`config.mk`:
```
export PLATFORM = sky130hd
export DESIGN_NAME = sipo_frame_receiver_flat
export DESIGN_NICKNAME = d
export VERILOG_FILES = /design/src/rtl/sipo_pkg.sv /design/src/rtl/sipo_frame_receiver_if.sv /design/src/rtl/sipo_shift_core.sv /design/src/rtl/sipo_frame_receiver.sv /design/src/flat_wrapper.sv
export SDC_FILE = /design/constraint.sdc
export NUM_CORES = 1
export LEC_CHECK = 0
export CORE_UTILIZATION = 44
export DETAILED_ROUTE_END_ITERATION = 8
export GPL_TIMING_DRIVEN = 0
export PLACE_DENSITY = 0.73
export REMOVE_ABC_BUFFERS = 1
export SETUP_SLACK_MARGIN = 0.02
export SLEW_MARGIN = 5
export SYNTH_ARGS = -nofsm -noshare
export SYNTH_HDL_FRONTEND = slang
export SYNTH_HIERARCHICAL = 1
export SYNTH_SLANG_ARGS = --single-unit
export TNS_END_PERCENT = 1
```
`constraint.sdc`:
```
create_clock -name clk -period 1.4 [get_ports clk]
set_input_delay 0.28 -clock clk [delete_from_list [all_inputs] [get_ports clk]]
set_output_delay 0.28 -clock clk [all_outputs]
set_load 0.01 [all_outputs]
```
`src/rtl/sipo_pkg.sv`:
```
// rtl/sipo_pkg.sv - shared types and constants for the SIPO frame receiver
//
// Purpose : FSM state encoding, legal WIDTH range and the bit-counter width
//           helper used by sipo_frame_receiver and sipo_shift_core.
// Ports   : none (package).

package sipo_pkg;

    typedef enum logic [1:0] {
        ST_IDLE   = 2'd0,
        ST_SHIFT  = 2'd1,
        ST_PARITY = 2'd2
    } sipo_state_t;

    localparam int WIDTH_MIN = 2;
    localparam int WIDTH_MAX = 16;

    // The counter must be able to hold WIDTH itself (parity build parks at WIDTH).
    function automatic int cnt_width(input int width);
        return $clog2(width + 1);
    endfunction

endpackage

```
`src/rtl/sipo_frame_receiver_if.sv`:
```
// rtl/sipo_frame_receiver_if.sv - parallel word output port of the SIPO receiver
//
// Purpose : valid/ready bundle carrying reassembled words downstream.
// Signals : dout     - received word
//           dout_vld - dout holds an unconsumed word
//           dout_rdy - consumer accepts the word when dout_vld=1
// Modports: master (receiver side), slave (consumer side).

interface sipo_frame_receiver_if #(
    parameter int WIDTH = 4
);
    logic [WIDTH-1:0] dout;
    logic             dout_vld;
    logic             dout_rdy;

    modport master (output dout, output dout_vld, input dout_rdy);
    modport slave  (input dout, input dout_vld, output dout_rdy);
endinterface

```
`src/rtl/sipo_shift_core.sv`:
```
// rtl/sipo_shift_core.sv - WIDTH-bit bidirectional shift register for the SIPO receiver
//
// Purpose : shifts sdi in at the LSB (msb_first=1) or MSB (msb_first=0).
//           clear together with shift_en restarts the register from zero so a
//           new frame never inherits bits of a discarded one.
// Ports   : clk, rst (async, active high), shift_en, clear, msb_first, sdi,
//           tap_next - 1: q shows the value being shifted in this cycle,
//                      0: q shows the registered contents
//           q        - selected shift register view

module sipo_shift_core #(
    parameter int WIDTH = 4
) (
    input  logic             clk,
    input  logic             rst,
    input  logic             shift_en,
    input  logic             clear,
    input  logic             msb_first,
    input  logic             sdi,
    input  logic             tap_next,
    output logic [WIDTH-1:0] q
);

    logic [WIDTH-1:0] sr;
    logic [WIDTH-1:0] base;
    logic [WIDTH-1:0] sr_nxt;

    always_comb begin
        base   = clear ? '0 : sr;
        sr_nxt = msb_first ? {base[WIDTH-2:0], sdi} : {sdi, base[WIDTH-1:1]};
        q      = tap_next ? sr_nxt : sr;
    end

    always_ff @(posedge clk or posedge rst) begin
        if (rst) begin
            sr <= '0;
        end else if (shift_en) begin
            sr <= sr_nxt;
        end else if (clear) begin
            sr <= '0;
        end
    end

endmodule

```
`src/rtl/sipo_frame_receiver.sv`:
```
// rtl/sipo_frame_receiver.sv - framed serial-in/parallel-out word receiver
//
// Purpose : reassembles WIDTH-bit words (WIDTH 2..16) from a strobed serial
//           stream with start-of-frame marker, either bit order, and presents
//           them on a valid/ready port with sticky overrun detection.
// Option  : SIPO_PARITY_CHECK_EN - when defined, each frame carries one extra
//           even-parity bit after the data and parity_err reports its result.
// Ports   : clk, rst (async, active high), ena, sdi, bit_vld, sof, msb_first,
//           clr_err, out_if (master: dout/dout_vld/dout_rdy),
//           busy, frame_abort, overrun, parity_err.

module sipo_frame_receiver
    import sipo_pkg::*;
#(
    parameter int WIDTH = 4
) (
    input  logic                         clk,
    input  logic                         rst,
    input  logic                         ena,
    input  logic                         sdi,
    input  logic                         bit_vld,
    input  logic                         sof,
    input  logic                         msb_first,
    input  logic                         clr_err,
    sipo_frame_receiver_if.master        out_if,
    output logic                         busy,
    output logic                         frame_abort,
    output logic                         overrun,
    output logic                         parity_err
);

    localparam int CW = cnt_width(WIDTH);

    sipo_state_t      state;
    logic [CW-1:0]    cnt;
    logic             msb_lat;
    logic [WIDTH-1:0] dout_q;
    logic             dout_vld_q;

    logic             accept;
    logic             start;
    logic             data_bit;
    logic             data_last;
    logic             msb_eff;
    logic             word_done;
    logic             drop;
    logic             load;
    logic [WIDTH-1:0] word;
    logic             tap_next;

    assign accept    = ena & bit_vld;
    assign start     = accept & sof;
    assign data_bit  = accept & ~sof & (state == ST_SHIFT);
    assign data_last = data_bit & (cnt == CW'(WIDTH - 1));
    // The bit order of the first bit comes straight from the pin; later bits
    // use the value latched when the frame started.
    assign msb_eff   = start ? msb_first : msb_lat;

`ifdef SIPO_PARITY_CHECK_EN
    logic par_bit;
    logic word_bad;
    // The data is already complete in the register when the parity bit arrives.
    assign tap_next  = 1'b0;
    assign par_bit   = accept & ~sof & (state == ST_PARITY);
    assign word_done = par_bit;
    assign word_bad  = (^word) ^ sdi;
`else
    // The completing data bit is still being shifted, so deliver the next value.
    assign tap_next  = 1'b1;
    assign word_done = data_last;
`endif

    // A finished word is dropped only if the previous one is still pending
    // and not being consumed in this same cycle.
    assign drop = word_done & dout_vld_q & ~out_if.dout_rdy;
    assign load = word_done & ~drop;

    sipo_shift_core #(.WIDTH(WIDTH)) u_core (
        .clk       (clk),
        .rst       (rst),
        .shift_en  (start | data_bit),
        .clear     (start),
        .msb_first (msb_eff),
        .sdi       (sdi),
        .tap_next  (tap_next),
        .q         (word)
    );

    always_ff @(posedge clk or posedge rst) begin
        if (rst) begin
            state       <= ST_IDLE;
            cnt         <= '0;
            msb_lat     <= 1'b0;
            busy        <= 1'b0;
            frame_abort <= 1'b0;
            dout_q      <= '0;
            dout_vld_q  <= 1'b0;
            overrun     <= 1'b0;
        end else begin
            frame_abort <= start & (state != ST_IDLE);

            if (start) begin
                state   <= ST_SHIFT;
                cnt     <= CW'(1);
                msb_lat <= msb_first;
                busy    <= 1'b1;
            end else if (data_bit) begin
                if (data_last) begin
`ifdef SIPO_PARITY_CHECK_EN
                    state <= ST_PARITY;
                    cnt   <= cnt + CW'(1);
`else
                    state <= ST_IDLE;
                    cnt   <= '0;
                    busy  <= 1'b0;
`endif
                end else begin
                    cnt <= cnt + CW'(1);
                end
            end
`ifdef SIPO_PARITY_CHECK_EN
            else if (par_bit) begin
                state <= ST_IDLE;
                cnt   <= '0;
                busy  <= 1'b0;
            end
`endif

            if (drop) begin
                overrun <= 1'b1;
            end else if (clr_err) begin
                overrun <= 1'b0;
            end

            if (load) begin
                dout_q     <= word;
                dout_vld_q <= 1'b1;
            end else if (dout_vld_q && out_if.dout_rdy) begin
                dout_vld_q <= 1'b0;
            end
        end
    end

`ifdef SIPO_PARITY_CHECK_EN
    // Loading a word with bad parity outranks a simultaneous clr_err.
    always_ff @(posedge clk or posedge rst) begin
        if (rst) begin
            parity_err <= 1'b0;
        end else if (load) begin
            parity_err <= word_bad;
        end else if (clr_err) begin
            parity_err <= 1'b0;
        end
    end
`else
    assign parity_err = 1'b0;
`endif

    assign out_if.dout     = dout_q;
    assign out_if.dout_vld = dout_vld_q;

endmodule
```
`src/flat_wrapper.sv`:
```
// flat-port wrapper written by rule: the top's interface ports become plain ports
module sipo_frame_receiver_flat import sipo_pkg::*;
#(
    parameter int WIDTH = 4
)
  (clk, rst, ena, sdi, bit_vld, sof, msb_first, clr_err, busy, frame_abort, overrun, parity_err, out_if_dout, out_if_dout_vld, out_if_dout_rdy);
  sipo_frame_receiver_if #(.WIDTH(WIDTH)) out_if_i ();
  input  logic clk;
  input  logic rst;
  input  logic ena;
  input  logic sdi;
  input  logic bit_vld;
  input  logic sof;
  input  logic msb_first;
  input  logic clr_err;
  output logic busy;
  output logic frame_abort;
  output logic overrun;
  output logic parity_err;
  output wire logic [$bits(out_if_i.dout)-1:0] out_if_dout;
  output wire logic [$bits(out_if_i.dout_vld)-1:0] out_if_dout_vld;
  input wire logic [$bits(out_if_i.dout_rdy)-1:0] out_if_dout_rdy;
  assign out_if_dout = out_if_i.dout;
  assign out_if_dout_vld = out_if_i.dout_vld;
  assign out_if_i.dout_rdy = out_if_dout_rdy;
  sipo_frame_receiver #(.WIDTH(WIDTH)) u_core (.clk(clk), .rst(rst), .ena(ena), .sdi(sdi), .bit_vld(bit_vld), .sof(sof), .msb_first(msb_first), .clr_err(clr_err), .out_if(out_if_i), .busy(busy), .frame_abort(frame_abort), .overrun(overrun), .parity_err(parity_err));
endmodule
```
# Word level (Yosys, flattened, before mapping)
# Cells that the tools add are included.
[totals]
reg_bits = 18
elab_cells = 49
[op_classes]
n_eq_ne = 2
n_addsub = 1
n_reduce_logical = 7
n_mux = 17
bitwise_logic = 13
[ops]
columns = ["operator", "n"]
rows = [
  ["$mux 4", 3],
  ["$reduce_bool 2->1", 5],
  ["$and 1x1->1", 9],
  ["$mux 3", 3],
  ["$mux 1", 8],
  ["$mux 2", 3],
  ["$add 3x1->3 const B", 1],
  ["$eq 3x2->1 const B", 1],
  ["$not 1->1", 3],
  ["$eq 2x1->1 const B", 1],
  ["$reduce_and 2->1", 1],
  ["$logic_and 1x1->1", 1],
  ["$or 1x1->1", 1],
]

# Longest topological paths before layout
[depth]
ltp_word = 9
mapped_depth = 6
depth_no_buf = 5

# Hierarchy
# Netlist, hierarchy kept.
[modules_own_cells]
columns = ["mod", "cells_each", "n_inst", "area_per_inst_um2"]
rows = [
  ["sipo_frame_receiver", 48, 1, 573.0],
  ["sipo_shift_core", 34, 1, 295.3],
]

# Worst setup path before layout
# Ideal clock, no wire load.
[synth_path]
path_type = "input-to-reg"
from = "input sof"
to = "register u_core.dout_q[0], in the netlist u_core/out_if.dout[0]"
path_slack_ns = -0.376
setup_ns = 0.064
required_ns = 1.336
t_arrival_ns = 1.712
path_stages = 6
path_cell_list = "and3_1 > mux2_2 > buf_6 > or3b_1 > a31oi_1 > mux2_4"
[synth_between]
word_cells_on_any_way = 12
cone_classes = "mux: 3; bitwise: 9"
[synth_lines]
columns = ["element", "line_no", "rtl"]
rows = [
  ["from (decl)", "flat_wrapper.sv:13", "input logic sof;"],
  ["$and 1x1->1", "sipo_frame_receiver.sv:52", "assign start = accept & sof;"],
  ["$mux 1", "sipo_frame_receiver.sv:57", "assign msb_eff = start ? msb_first : msb_lat;"],
  ["via u_core.msb_eff", "sipo_frame_receiver.sv:44", "logic msb_eff;"],
  ["$mux 4", "sipo_shift_core.sv:30", "sr_nxt = msb_first ? {base[WIDTH-2:0], sdi} : {sdi, base[WIDTH-1:1]};"],
  ["via u_core.word[0]", "sipo_frame_receiver.sv:48", "logic [WIDTH-1:0] word;"],
  ["to (signal assigned)", "sipo_frame_receiver.sv:136", "dout_q <= word;"],
  ["to (decl)", "sipo_frame_receiver.sv:37", "logic [WIDTH-1:0] dout_q;"],
]
# The timed path passes the listed nets, and every way through them passes these cells.
# A chain may end at the register's enable or synchronous reset.

# Worst setup path after layout
[layout_path]
from = "input msb_first"
to = "register u_core.dout_q[0], in the netlist u_core/out_if.dout[0]"
[layout_between]
elab_chain_len = 2
[layout_lines]
columns = ["element", "line_no", "rtl"]
rows = [
  ["from (decl)", "flat_wrapper.sv:14", "input logic msb_first;"],
  ["$mux 1", "sipo_frame_receiver.sv:57", ""],
  ["via u_core.msb_eff", "sipo_frame_receiver.sv:44", ""],
  ["$mux 4", "sipo_shift_core.sv:30", ""],
  ["via u_core.word[0]", "sipo_frame_receiver.sv:48", ""],
]
# The timed path passes the listed nets, and every way through them passes these cells.

==> impl_metrics.yaml <==
setup_path:
  endpoint_kind: "register"
  slowest_stage: "clkdlybuf4s50_1"
  crit_top_cell: "mux2_4"
  critPathRequiredTime_ns: 1.63
  crit_fanout: 5
  crit_path_start: "msb_first"
  cp.arrival_ns: 1.70
  critPathKind: "in2reg"
  worstPathCellList: "clkdlybuf4s50_1 > mux2_4 > or3b_1 > a31oi_1 > mux2_4"
  max_stage_delay_ns: 0.40
  start_kind: "input pin"
  r2r_start: "u_core/msb_lat"
synth:
  ys_warn_count: 6
  synth-seq-area-share_pct: 46.1
  synth_edf_count: 0
  syn_area_per_cell_um2: 10.6
  synth_area_leaders: "dfrtp_1 46%, mux2_4 6.9%, nor2_1 3.0%, a31oi_1 2.9%, nand2b_1 2.9%"
  ys_types: 33
  netlist_instances: 82
  synth_top_cell_by_area: "dfrtp_1"
  synth_seq_cells: 16
  yosysTopAreaCellShare_pct: 46.1
  syn_area_um2: 868
  async_flop_share_pct: 100
  synthFlopType: "dfrtp_1"
floorplan:
  core_area_um2: 1780
  initial_core_util_pct: 48.7
  num_io_pins: 18
  die_h_um: 46.4
  die_area_um2: 2160
  dieWidth_um: 46.4
  row_count: 15
pwr:
  p_leak_uw: 0.000567
  power_density_nw_per_um2: 1340
  ir_drop_mv: 0.727
sta:
  hold_ws_ns: 0.184
  setup_viol: 1
  rsz0062_at_grt: "yes"
  clock-skew-final_ns: 0.00377
  final_max_slew_viol_count: 0
  postLayoutSetupSlackWorst_ns: -0.0706
  final.setup.tns_ns: -0.0706
  finalWorstPathRequiredPeriod_ns: 1.47
  max_freq_mhz: 680
  period_share_pct: 105
  hold_viol: 0
routing:
  num_vias: 700
  totalWireLength_mm: 1.83
  first_iter_violations: 13
  drc_errors: 0
  drt_pass1_iterations: 4
  vias_per_cell: 5.19
  wl_per_cell_um: 13.5
  ant_nets: 0
global_routing:
  antenna_found_initial: 0
  overflow: 0
  grt_max_degree: 13
  grt_use_total_pct: 20.0
  grt_pass1_vias: 678
  grt_pass1_wl_mm: 2.90
hold_path:
  min_path_type: "in2async"
clock_network:
  path_clk_slew_ns: 0.10
  cts_inserted_buffers: 3
  clockBufferDepth: 2
  cts_sinks: 16
  cts_tree: "built"
  cts_root_buffer: "clkbuf_4"
  clkLatencyLatePin_ns: 0.29
  h-tree-depth: 1
finish:
  antenna_cells: 0
  final_cell_mix: "15 x dfrtp_1, 8 x dlygate4sd2_1, 8 x conb_1"
  areaGrowthSynthToFinish_pct: 31.4
  ff_latch_area_um2: 402
  fill_cells: 146
  layout-drive-gt1-share_pct: 27.3
  nets: 121
  fin_cells: 135
  layout_commonest_cell: "dfrtp_1"
  multiInputGateArea_um2: 470
place:
  hpwlAfterDp_mm: 1.24
  place_congestion: 0.833
  io_buffer_count: 16
  dp_cells: 126
run_status:
  status: "complete, but fails checks"
  violations: "setup timing"
flow_run:
  max_cap_violations: 0
[metrics by stage]
step	power [µW]	cell area (µm²)	util, %	setup WS, ns
after floorplan	970	867	-	-0.323
after global placement	1160	1060	59.4	-1.15
after detailed placement	1180	1060	59.4	-1.18
after CTS	1520	1140	63.9	-0.0339
after global routing	1620	1140	64.0	-0.0629
final	1530	1140	64.0	-0.0706
[cells in the mapped netlist, types with 2 or more instances]
| master | n |
|---|---|
| nand2_1 | 5 |
| and3_2 | 2 |
| mux2_4 | 4 |
| nand2b_1 | 4 |
| nor2_1 | 7 |
| o22ai_1 | 3 |
| a31oi_1 | 4 |
| inv_1 | 6 |
| conb_1 | 2 |
| mux2i_1 | 2 |
| dfrtp_1 | 16 |
| nand3_1 | 2 |
| nand3b_1 | 2 |
| or3b_1 | 2 |
| a211oi_1 | 2 |
| o21ai_0 | 2 |
[critical path: cells and delay by family]
kind	cells	cell delay (ns)
buffers and inverters	1	0.40
muxes	2	0.47
AOI/OAI and AO/OA	1	0.16
and+or+nand+nor	1	0.39
[timing repair]
action | 4_1_cts | 5_1_grt
resized for setup | 28 | 3
setup endpoints to repair | 17 | 6
buffers inserted | 5 | 0
pin swaps | 5 | 1
hold buffers | 0 | 0
gates cloned | 0 | 0
[kinds of logic after synthesis]
kind of cell,count (synthesis),synth area share [%]
multiplexers,7,10.5
adder cells (fa/ha/maj),1,1.44
flip-flops,16,46.1
other,2,0.865
buffers and inverters,9,5.33
AO/OA/AOI/OAI,14,10.8
AND/OR/NAND/NOR,33,24.9
[registers in the layout (all words and copies together) (netlist names)]
register                count
u_core/busy                 1
u_core/frame_abort          1
u_core/u_core/sr            4
u_core/overrun              1
u_core/out_if.dout_vld      1
u_core/msb_lat              1
u_core/cnt                  3
u_core/out_if.dout          4
[power breakdown]
part	internal [µW]	switching, µW	total [µW]
Clock	158	153	311
Sequential	576	93.9	670
Combinational	310	234	545
Total	1040	481	1530
[per-layer routing]
layer	global-route usage [%]	part of all wire, %	up-vias
met5	0	0	-
met3	4.71	4.2	2
li1	-	-	334
met2	33.6	52	24
met4	8.82	0.55	0
met1	24.0	44	340
[final cells by class]
type | count | share of cell area, %
Clock buffer | 4 | 3.18
Sequential cell | 16 | 35.2
Tap cell | 25 | 2.74
Multi-Input combinational cell | 63 | 41.2
Inverter | 6 | 1.97
Timing Repair Buffer | 21 | 15.7
[worst paths after layout]
kind / depth (start not counted) / slack [ns] / endpoint
setup / recovery: 5 / -0.07 / u_core/out_if.dout[0]
hold / removal: 2 / 0.18 / u_core/u_core/sr[2]
setup reg to reg: 4 / -0.05 / u_core/out_if.dout[0]
hold reg to reg: 1 / 0.51 / u_core/out_if.dout[0]
max in group asynchronous: 2 / 0.74 / u_core/busy
min in group clk: 2 / 0.26 / u_core/cnt[1]
Note: power is estimated with default switching activity, not from simulation.
==> RTL edit 1 (same settings) <==
`WIDTH` is set to 4 in 4 places; all go to 5.
--- a/src/rtl/sipo_frame_receiver_if.sv
+++ b/src/rtl/sipo_frame_receiver_if.sv
@@ -8,5 +8,5 @@
 
 interface sipo_frame_receiver_if #(
-    parameter int WIDTH = 4
+    parameter int WIDTH = 5
 );
     logic [WIDTH-1:0] dout;
--- a/src/rtl/sipo_shift_core.sv
+++ b/src/rtl/sipo_shift_core.sv
@@ -10,5 +10,5 @@
 
 module sipo_shift_core #(
-    parameter int WIDTH = 4
+    parameter int WIDTH = 5
 ) (
     input  logic             clk,
--- a/src/rtl/sipo_frame_receiver.sv
+++ b/src/rtl/sipo_frame_receiver.sv
@@ -13,5 +13,5 @@
     import sipo_pkg::*;
 #(
-    parameter int WIDTH = 4
+    parameter int WIDTH = 5
 ) (
     input  logic                         clk,
--- a/src/flat_wrapper.sv
+++ b/src/flat_wrapper.sv
@@ -2,5 +2,5 @@
 module sipo_frame_receiver_flat import sipo_pkg::*;
 #(
-    parameter int WIDTH = 4
+    parameter int WIDTH = 5
 )
   (clk, rst, ena, sdi, bit_vld, sof, msb_first, clr_err, busy, frame_abort, overrun, parity_err, out_if_dout, out_if_dout_vld, out_if_dout_rdy);
Interface: changed (resized out_if_dout); port bits go from 18 to 19. The function was not compared with the original's and may differ.
==> RTL edit 1 against the unedited design <==
- the run still ends with setup timing left
- final area grew 12%
- total power up 0.96%
- count of clock-buffer cells in the layout is the same
- synthesized area is 13% higher
- clock skew rose by 1.5 ps
- routed wire length up 12%
- sequential share of layout area about the same
- clock power is 3% higher
- sequential cell count up 2
- setup slack worse by 100 ps
- critical endpoint is now u_core/out_if.dout[3]
- largest cell class unchanged
- largest power group unchanged
==> RTL edit 1: results (changes against the unedited design) <==
[grt]
grt_pass1_vias=756  ; was 678
grtUsageMet3=0.03115  ; was 0.04706
grt_pass1_wl_um=3332  ; was 2904 µm
grt_max_degree=14  ; was 13
use_met2=0.2900  ; was 0.3361
grtUsageMet1=0.2360  ; was 0.2402
grt_usage=0.1794  ; was 0.2003

[critical_path]
cp_data_arrival_time_ps=1750  ; was 1700 ps
crit_fanout=5  ; unchanged
rr_worst_depth=6  ; was 4

[detailed_routing]
drt_first_pass_iters=4  ; unchanged
wl_met3_um=106  ; was 76 µm
top_layer=met4  ; unchanged
dr.first_iter.drc_count=22  ; was 13
met1Wirelength_um=939  ; was 798 µm
wl_met2_um=989  ; was 943 µm
vias=792  ; was 700
wl_per_cell_um=14.06  ; was 13.55 µm

[power]
power.leakage_nw=0.6412  ; was 0.5668 nW
powerSeq_mw=0.689  ; was 0.670 mW
p_clk_mw=0.320  ; was 0.311 mW
p_int_mw=1.059  ; was 1.045 mW
net-switching-power_mw=0.4813  ; was 0.4809 mW
ir_drop_uv=666.4  ; was 727.3 µV

[placement]
place_worst_setup_slack_ps=-921.8  ; was -1185 ps
dp_hpwl_um=1293  ; was 1240 µm
place_inst=134  ; was 126
io_buffers=17  ; was 16
globalplace.congestion=0.7922  ; was 0.8331

[sta]
fin_ws_ps=-172.9  ; was -70.64 ps
fin_worst_skew_ps=5.308  ; was 3.774 ps
setup_viol=7  ; was 1

[layout]
n_fill_cell=175  ; was 146
final_layout_size_suffix_gt1_frac=0.2521  ; was 0.2727
layoutNonFillerInstCount=146  ; was 135

[logic_synthesis]
synth.avg_cell_area_um2=10.31  ; was 10.59 µm²
async_reset_ff_frac=1.000  ; unchanged
yosysWarnings=6  ; unchanged
ys_seq_area_frac=0.4598  ; was 0.4611
ys_top_cells_by_count=dfrtp_1 (18), inv_1 (12), nor2_1 (7)  ; was dfrtp_1 (16), nor2_1 (7), inv_1 (6)
yosysUniqueCellTypes=29  ; was 33
ys_top_cells_by_area=dfrtp_1 (46%), mux2_2 (6.9%), inv_1 (4.6%)  ; was dfrtp_1 (46%), mux2_4 (6.9%), nor2_1 (3.0%)

[clock_tree]
cts_made_buffers=3  ; unchanged

[min_path]
hold_path.class=input port to asynchronous set/reset pin  ; unchanged

[outcome]
violations=setup timing  ; unchanged
outcome=finished with violations  ; unchanged

[RTL edit 1: cell count changes after synthesis, moves of 2 or more]
cell	before	now
inv_1	6	12
mux2_2	1	6
mux2_4	4	0
and3_2	2	0
buf_6	1	3
dfrtp_1	16	18
nand3_1	2	4
or3b_2	0	2
[RTL edit 1: what timing repair did]
action	4_1_cts	5_1_grt
setup buffers	6	2
pin swaps	2	3
endpoints found under the setup margin	22	9
resized for setup	24	8
[RTL edit 1: final cells by class]
type                            count  area share
Multi-Input combinational cell     60      0.3826
Tap cell                           27     0.02642
Sequential cell                    18      0.3522
Inverter                           12     0.03522
Clock buffer                        4     0.02838
Timing Repair Buffer               25      0.1751
[RTL edit 1: worst max-delay path, cell delays in order, from the launching register on]
cell and delay (ps):
dfrtp_1 410, inv_2 90, ha_4 160, nand2_4 70
nor4b_4 260, buf_6 170, mux2_4 300
[RTL edit 1: path summary, 6_finish.rpt]
check / startpoint / end / slack [ps]
min in group clk: sof / u_core/frame_abort / 410
hold reg to reg: u_core/out_if.dout[0] / u_core/out_if.dout[0] / 520
max in group asynchronous: rst / u_core/out_if.dout[3] / 730
hold / removal: rst / u_core/u_core/sr[0] / 220
setup reg to reg: u_core/cnt[0] / u_core/out_if.dout[3] / -170
setup / recovery: u_core/cnt[0] / u_core/out_if.dout[3] / -170
[RTL edit 1: cells by family after synthesis]
group / Yosys count / share of synthesized area
simple gates: 31 / 0.2069
flops: 18 / 0.4598
buf+inv: 17 / 0.09195
compound gates: 16 / 0.1086
mux: 9 / 0.09961
fa+ha+maj: 2 / 0.02554
other cells: 2 / 0.007666
[RTL edit 1: through the flow]
stage	instance area, µm²	setup TNS [ps]
floorplan	934.6	-946.3
finish	1279	-1059
detailed placement	1139	-8927
CTS	1241	-835.3
global placement	1139	-8695
global route	1279	-1407
==> RTL edit 2 (same settings) <==
Made on the original files. Encoding of `sipo_state_t`: now one-hot (3 bits for 3 states).
--- a/src/rtl/sipo_pkg.sv
+++ b/src/rtl/sipo_pkg.sv
@@ -7,8 +7,8 @@
 package sipo_pkg;
 
-    typedef enum logic [1:0] {
-        ST_IDLE   = 2'd0,
-        ST_SHIFT  = 2'd1,
-        ST_PARITY = 2'd2
+    typedef enum logic [2:0] {
+        ST_IDLE   = 3'b001,
+        ST_SHIFT  = 3'b010,
+        ST_PARITY = 3'b100
     } sipo_state_t;
 
Behaviour: no difference found for any inputs over 10 cycles, from zero or initial values and one cycle with rst high; not proved beyond that.
==> RTL edit 2 against the unedited design <==
- the run still ends with setup timing left
- setup slack worse by 130 ps
- synthesized area up 0.86%
- hold slack better by 52 ps
- routed wire length up 7.0%
- total power up 6.2%
- final area up 7.3%
- non-clock buffer count up 5
- sequential cell count up 1
- cell count up 5.2%
- maximum frequency down 8.3%
- core utilization up 4.0 points
- die area up 0.82%
- clock power down 18%
- largest power group unchanged
- highest routed layer unchanged
==> RTL edit 2: results (changes against the unedited design) <==
[outcome]
outcome=finished with violations  ; unchanged
violations=setup timing  ; unchanged

[grt]
grt_pass1_wl_um=2911  ; was 2904 µm
grt-ovfl-total=0  ; unchanged
grt_pass1_vias=652  ; was 678
grt_max_degree=14  ; was 13
grt_usage=0.1985  ; was 0.2003

[detailed_routing]
dr.first_iter.drc_count=8  ; was 13
drt_wl_total_um=1957  ; was 1829 µm
viasPerCell=5.246  ; was 5.185

[critical_path]
rr_startpoint=u_core/state[1]  ; was u_core/msb_lat
r2r-end=u_core/cnt[1]  ; was u_core/out_if.dout[0]
cp_data_arrival_time_ps=1830  ; was 1700 ps
startpoint=sof  ; was msb_first
crit_fanout=7  ; was 5
reg2reg_slack_ps=-170  ; was -50 ps

[placement]
dp_hpwl_um=1311  ; was 1240 µm
globalplace.congestion=0.8020  ; was 0.8331

[power]
power.leakage_nw=0.5914  ; was 0.5668 nW
ir_drop_uv=821.0  ; was 727.3 µV

[layout]
antennaDiodeCount=0  ; unchanged
nNetsFinal=128  ; was 121
final_layout_size_suffix_gt1_frac=0.2735  ; was 0.2727

[logic_synthesis]
ys_seq_area_frac=0.4871  ; was 0.4611
async_reset_ff_frac=1.000  ; unchanged
synth_compound_area_frac=0.1100  ; was 0.1081
ys_top_cells_by_count=dfrtp_1 (16), inv_1 (8), nor2_1 (6)  ; was dfrtp_1 (16), nor2_1 (7), inv_1 (6)
ys_top_cells_by_area=dfrtp_1 (46%), mux2_2 (6.4%), inv_1 (3.4%)  ; was dfrtp_1 (46%), mux2_4 (6.9%), nor2_1 (3.0%)
post_synth_mux_area_share=0.08714  ; was 0.1052
synth_fa_ha_area_frac=0.01429  ; was 0.01441
yosysUniqueCellTypes=31  ; was 33

[sta]
setup_viol=11  ; was 1
holdWs_ps=235.6  ; was 183.8 ps
slew_headroom=0.6619
fin_ws_ps=-204.6  ; was -70.64 ps
fin_worst_skew_ps=4.471  ; was 3.774 ps

[clock_tree]
clk_pin_slew_ps=90
cts_buffer_depth=2  ; unchanged
cts_made_buffers=3  ; unchanged

==> RTL edit 2: power by group <==
group	switching (mW)	internal (mW)	total (mW)
Clock	0.145	0.111	0.255
Combinational	0.277	0.360	0.637
Sequential	0.105	0.623	0.728
Total	0.526	1.09	1.62
==> RTL edit 2: stage by stage <==
step | util | area, µm² | setup TNS (ps) | instances | setup slack (ps)
after floorplan | - | 869.6 | -3467 | 87 | -564.4
after global placement | 0.5889 | 1061 | -12010 | 128 | -1149
after detailed placement | 0.5889 | 1061 | -12300 | 128 | -1170
after CTS | 0.6701 | 1207 | -1174 | 142 | -178.6
after global routing | 0.6799 | 1225 | -1926 | 142 | -224.0
final | 0.6799 | 1225 | -1287 | 142 | -204.6
==> RTL edit 2: cell families after synthesis <==
kind of cell / count (synthesis)
buffers and inverters: 12
flip-flops: 17
AND/OR/NAND/NOR: 31
other: 2
AO/OA/AOI/OAI: 15
multiplexers: 7
adder cells (fa/ha/maj): 1
==> RTL edit 2: what timing repair did <==
item / CTS / global route
pin swaps: 5 / 3
endpoints found under the setup margin: 23 / 13
gates resized for setup: 30 / 6
buffers inserted: 10 / 0
==> RTL edit 2: per-layer routing <==
metal  GRT usage  up-vias  wire length [µm]
li1            -      356                 -
met1      0.2494      358               879
met2      0.3306       25               965
met3     0.05882        6                86
met4     0.05143        0                26
met5           0        -                 0
==> RTL edit 2: final cells by class <==
type                       instances  area [µm²]
multi-input combinational         62       479.2
inverter                           8       32.53
fill                             154       576.8
tap                               25       31.28
sequential                        17       426.7
timing repair buffer              26       229.0
clock buffer                       4       26.28
==> RTL edit 2: worst max-delay path: stages <==
cell             delay, ps
clkdlybuf4s15_1        260
nand3_4                140
inv_4                  100
mux2_4                 360
or3b_1                 360
a31oi_1                170
mux2_4                 160
